==> src/rtl/if_stage.sv <==
// ---------------------------------------------------------------------------
// if_stage: instruction-fetch stage of a simple in-order pipeline.
//   Holds the PC, presents it to the instruction memory, and captures the
//   returned word into the IF/ID register. Priority per cycle:
//   reset > redirect > stall > normal advance.
//
// Ports
//   clk_i          clock, all state updates on the rising edge
//   rst_i          synchronous active-high reset
//   stall_i        hold PC and IF/ID
//   redirect_i     taken branch/jump: load redirect_pc_i, flush IF/ID
//   redirect_pc_i  redirect target (bits [1:0] ignored)
//   imem_addr_o    current PC, straight from the PC register
//   imem_instr_i   instruction word for imem_addr_o (combinational memory)
//   id_pc_o        PC of the IF/ID instruction
//   id_pc4_o       id_pc_o + 4
//   id_instr_o     IF/ID instruction (NOP when bubble)
//   id_valid_o     IF/ID holds a real instruction
//   fetch_cnt_o    normal-advance count (0 unless IF_PERF_CNT_EN)
//   stall_cnt_o    stall-cycle count   (0 unless IF_PERF_CNT_EN)
//
// Build option
//   IF_PERF_CNT_EN  when defined, instantiates the fetch/stall counters.
// ---------------------------------------------------------------------------
module if_stage #(
   parameter logic [31:0] RESET_PC = 32'h0000_0000
) (
   input  logic        clk_i,
   input  logic        rst_i,
   input  logic        stall_i,
   input  logic        redirect_i,
   input  logic [31:0] redirect_pc_i,
   output logic [31:0] imem_addr_o,
   input  logic [31:0] imem_instr_i,
   output logic [31:0] id_pc_o,
   output logic [31:0] id_pc4_o,
   output logic [31:0] id_instr_o,
   output logic        id_valid_o,
   output logic [31:0] fetch_cnt_o,
   output logic [31:0] stall_cnt_o
);

   localparam int unsigned XLEN = 32;
   localparam logic [XLEN-1:0] NOP_INSTR    = 32'h0000_0013;
   localparam logic [XLEN-1:0] PC_STEP      = 32'd4;
   localparam logic [XLEN-1:0] RESET_PC_ALN = {RESET_PC[XLEN-1:2], 2'b00};

   logic [XLEN-1:0] pc_q,       pc_d;
   logic [XLEN-1:0] id_pc_q,    id_pc_d;
   logic [XLEN-1:0] id_pc4_q,   id_pc4_d;
   logic [XLEN-1:0] id_instr_q, id_instr_d;
   logic            id_valid_q, id_valid_d;

   // Next-state for PC and IF/ID: redirect flushes, stall holds, else advance.
   always_comb begin
      pc_d       = pc_q;
      id_pc_d    = id_pc_q;
      id_pc4_d   = id_pc4_q;
      id_instr_d = id_instr_q;
      id_valid_d = id_valid_q;
      if (redirect_i) begin
         pc_d       = {redirect_pc_i[XLEN-1:2], 2'b00};
         id_pc_d    = '0;
         id_pc4_d   = '0;
         id_instr_d = NOP_INSTR;
         id_valid_d = 1'b0;
      end else if (!stall_i) begin
         // PC + 4 wraps naturally at 2^32
         pc_d       = pc_q + PC_STEP;
         id_pc_d    = pc_q;
         id_pc4_d   = pc_q + PC_STEP;
         id_instr_d = imem_instr_i;
         id_valid_d = 1'b1;
      end
   end

   // PC and IF/ID registers; reset loads the aligned reset PC and a bubble.
   always_ff @(posedge clk_i) begin
      if (rst_i) begin
         pc_q       <= RESET_PC_ALN;
         id_pc_q    <= '0;
         id_pc4_q   <= '0;
         id_instr_q <= NOP_INSTR;
         id_valid_q <= 1'b0;
      end else begin
         pc_q       <= pc_d;
         id_pc_q    <= id_pc_d;
         id_pc4_q   <= id_pc4_d;
         id_instr_q <= id_instr_d;
         id_valid_q <= id_valid_d;
      end
   end

   assign imem_addr_o = pc_q;
   assign id_pc_o     = id_pc_q;
   assign id_pc4_o    = id_pc4_q;
   assign id_instr_o  = id_instr_q;
   assign id_valid_o  = id_valid_q;

`ifdef IF_PERF_CNT_EN
   logic [XLEN-1:0] fetch_cnt_q, fetch_cnt_d;
   logic [XLEN-1:0] stall_cnt_q, stall_cnt_d;

   // A redirect cycle counts as neither a fetch nor a stall.
   always_comb begin
      fetch_cnt_d = fetch_cnt_q;
      stall_cnt_d = stall_cnt_q;
      if (!redirect_i) begin
         if (stall_i) begin
            stall_cnt_d = stall_cnt_q + XLEN'(1);
         end else begin
            fetch_cnt_d = fetch_cnt_q + XLEN'(1);
         end
      end
   end

   always_ff @(posedge clk_i) begin
      if (rst_i) begin
         fetch_cnt_q <= '0;
         stall_cnt_q <= '0;
      end else begin
         fetch_cnt_q <= fetch_cnt_d;
         stall_cnt_q <= stall_cnt_d;
      end
   end

   assign fetch_cnt_o = fetch_cnt_q;
   assign stall_cnt_o = stall_cnt_q;
`else
   assign fetch_cnt_o = '0;
   assign stall_cnt_o = '0;
`endif

endmodule

==> config.mk <==
export PLATFORM = sky130hd
export DESIGN_NAME = if_stage
export DESIGN_NICKNAME = d
export VERILOG_FILES = /design/src/rtl/if_stage.sv
export SDC_FILE = /design/constraint.sdc
export NUM_CORES = 1
export LEC_CHECK = 0
export CORE_UTILIZATION = 46
export CTS_CLUSTER_SIZE = 40
export DETAILED_ROUTE_END_ITERATION = 7
export PLACE_DENSITY = 0.87
export REMOVE_ABC_BUFFERS = 1
export SKIP_LAST_GASP = 1
export SYNTH_ARGS = -nofsm -noshare
export SYNTH_HDL_FRONTEND = slang
export SYNTH_SLANG_ARGS = --single-unit
export TNS_END_PERCENT = 50
==> constraint.sdc <==
create_clock -name clk_i -period 6.2 [get_ports clk_i]
set_input_delay 1.86 -clock clk_i [delete_from_list [all_inputs] [get_ports clk_i]]
set_output_delay 1.86 -clock clk_i [all_outputs]
set_load 0.005 [all_outputs]
==> impl_metrics.ini <==
[setup_path]
cp-start-kind = input port
slowest_stage = nor2_2
worstPathCellList = clkdlybuf4s50_1 -> nor2_2 -> o21ai_0 -> a21oi_1
max_stage_delay_ns = 1.10
critical_path_required_ns = 6.53
crit_family = simple AND/OR/NAND/NOR gates
arrival_ns = 4.25
crit_fanout = 29
endpoint_kind = flop
critPathKind = in -> reg
crit_buf_inv = 1

[global_route]
grt_overflow = 0
grt_max_degree = 64
grt.busiest_layer = met2
grtUsageTotal_pct = 23.21
grt_pass1_wl_mm = 23.74
grt_use_met1_pct = 27.31
antenna_found_initial = 0
gr-usage-met2_pct = 39.32
grt_pass1_vias = 4775
grtUsageMet3_pct = 8.107

[cts]
cts_tree = built
clkSinkCount = 123
cts_resized = 0
cts_hold_buf = 0
cts_buffers = 17
cts_root_buf = clkbuf_16
cts-htree-levels = 4
clkSlewWorstSetupHoldPaths_ns = 0.05
postCtsSetupRepairBufs = 0
clk_path_buf_depth = 2
insertion_delay_ns = 0.41

[placement]
dp_hpwl_mm = 10.38
gp_congestion = 0.7896
io_buffer_count = 188

[sta]
min_period_over_period_pct = 63.13
setup_tns_ns = 0
slew_violations = 0
worst_slew_pin_slew_ns = 1.177
max_slew_margin_pct = 21.42
fin_skew_ns = 0.009104
setup_viol = 0
rsz0062_at_grt = no
clock.fmax_ghz = 0.2555
period_needed_ns = 3.914
whs_ns = 0.4433
hold_viol = 0

[floorplanning]
num_rows = 41
die_area_sq_um = 13360
coreArea_sq_um = 12620
start_util_pct = 47.05
die_y_microns = 115.6
io_pins = 261
dieWidth_microns = 115.6

[layout]
utilization_pct = 64.98
antenna_cells = 0
drive_above_1_share_pct = 5.184
area.growth.synth_to_final_pct = 38.12
nNetsFinal = 924

[pwr]
p_clk_share_pct = 46.9
p_int_mw = 1.587
p_sw_share_pct = 23.02
switchingPower_uw = 474.6
leakagePower_nw = 3.304
power_frac_comb_pct = 11.4
power.share.sequential_pct = 41.7
p_per_area_nw_per_um2 = 251.4
irDropWorstVdd_mv = 0.1801

[synth]
synth_top_area_share_pct = 41.48
synth_edf_count = 0
syn_area_per_cell_sq_um = 8.555
yosysSeqAreaShare_pct = 41.48
synth_seq_cells = 123
yosys.area.top_type = dfxtp_1
synthCells = 694
synthTopCellsByArea = dfxtp_1, mux2i_1, buf_4, nor2_1, a21oi_1
ys_types = 42
synthArstFlopShare_pct = 0
yosys_warnings = 0
ys.flop_type = dfxtp_1
synth_area_sq_um = 5937

[route]
vias_per_cell = 4.924
routed_wl_mm = 15.22
wire_per_inst_microns = 14.63
drtIter0Drc = 274
route.detailed.drc = 0
antenna_left = 0
drt_first_pass_iters = 4
num_vias = 5121

[job]
max_cap_violations = 0

[hold_path]
hp-class = reg -> reg

[run_status]
status = finished, final reports clean
## cells by family (layout without fill, tap and decap cells)
kind of cell	Yosys count	after routing	synth area share [%]
multiplexers	63	63	10.64
adder cells (fa/ha/maj)	1	1	0.2107
flip-flops	123	123	41.48
AO/OA/AOI/OAI	107	107	10.60
buffers and inverters	146	251	13.83
XOR/XNOR	42	42	6.196
AND/OR/NAND/NOR	211	211	16.99
other	1	70	0.06316
## area by class of cell
class	instances	area, sq um
Sequential cell	123	2462
Clock inverter	7	87.58
Clock buffer	25	495.5
Tap cell	172	215.2
Fill cell	1059	4419
Inverter	23	86.33
Timing Repair Buffer	196	1932
Multi-Input combinational cell	494	2922
## routing by layer
layer  share of wire [%]  wire length, microns  up-vias
met4                 1.3                   201        0
met2                  50                  7577      183
li1                    -                     -     2534
met3                 8.6                  1303       14
met5                   0                     0        -
met1                  40                  6134     2390
## worst min-delay path, cell delays in order, from the launching register on
cell,delay (ns)
dfxtp_1,0.30
inv_1,0.05
a21oi_1,0.05
## final timing paths
path / startpoint / endpoint / slack [ns] / depth (start not counted)
worst max register to register: imem_addr_o[7] / imem_addr_o[31] / 3.19 / 5
worst min-delay path: id_valid_o / id_valid_o / 0.44 / 2
worst max-delay path: rst_i / id_pc4_o[14] / 2.29 / 4
worst min register to register: id_valid_o / id_valid_o / 0.44 / 2
## cell usage after synthesis (2+ instances only)
cell	n
nor3_1	10
nor4_1	10
a221oi_1	2
xor2_1	22
nand4_1	16
or3_1	4
a2111oi_0	4
buf_4	70
nand2_1	25
and4_1	4
nor2_1	97
nand3_1	16
a21oi_1	49
nor3b_1	3
a211oi_1	2
inv_1	23
xnor2_1	20
a311oi_1	2
o21ai_0	26
or2_2	3
dfxtp_1	123
nor2b_1	9
o21a_1	16
mux2i_1	62
and3_1	6
buf_1	7
clkbuf_1	38
or4_1	3
buf_2	8
o31a_1	2
## power groups by stage
stage	Clock, mW	Combinational [mW]	Sequential [mW]
final	0.967	0.235	0.861
after global routing	1.02	0.259	0.866
after CTS	0.989	0.236	0.860
after detailed placement	0	0.234	0.877
after global placement	0	0.230	0.875
after floorplan	0	0.0892	0.872
## per-stage QoR
step                area [sq um]  setup WS [ns]  cells  total power, mW
floorplan                   5461          2.656    640           0.9608
global placement            7612          1.881   1007            1.105
detailed placement          7612          1.808   1007            1.111
CTS                         8195          2.246   1039            2.085
global route                8200          2.037   1040            2.146
finish                      8200          2.286   1040            2.062
## flip-flops by register name, indices dropped and copies added (netlist names)
name,cells
imem_addr_o,30
id_valid_o,1
id_pc4_o,30
id_pc_o,30
id_instr_o,32
## placed cells by master (no fill, tap or decap), types with 2 or more instances in the layout
| cell | count |
|---|---|
| a2111oi_0 | 4 |
| a211oi_1 | 2 |
| a21oi_1 | 49 |
| a221oi_1 | 2 |
| a311oi_1 | 2 |
| and3_1 | 6 |
| and4_1 | 4 |
| buf_4 | 8 |
| bufinv_16 | 2 |
| clkbuf_1 | 4 |
| clkbuf_16 | 17 |
| clkbuf_8 | 4 |
| clkdlybuf4s50_1 | 186 |
| clkinv_2 | 4 |
| conb_1 | 70 |
| dfxtp_1 | 123 |
| inv_1 | 23 |
| mux2i_1 | 62 |
| nand2_1 | 25 |
| nand3_1 | 16 |
| nand4_1 | 16 |
| nor2_1 | 96 |
| nor2b_1 | 9 |
| nor3_1 | 10 |
| nor3b_1 | 3 |
| nor4_1 | 9 |
| o21a_1 | 16 |
| o21ai_0 | 26 |
| o31a_1 | 2 |
| or2_2 | 3 |
| or3_1 | 4 |
| or4_1 | 3 |
| xnor2_1 | 20 |
| xor2_1 | 22 |
Note: power is estimated with default switching activity, not from simulation.
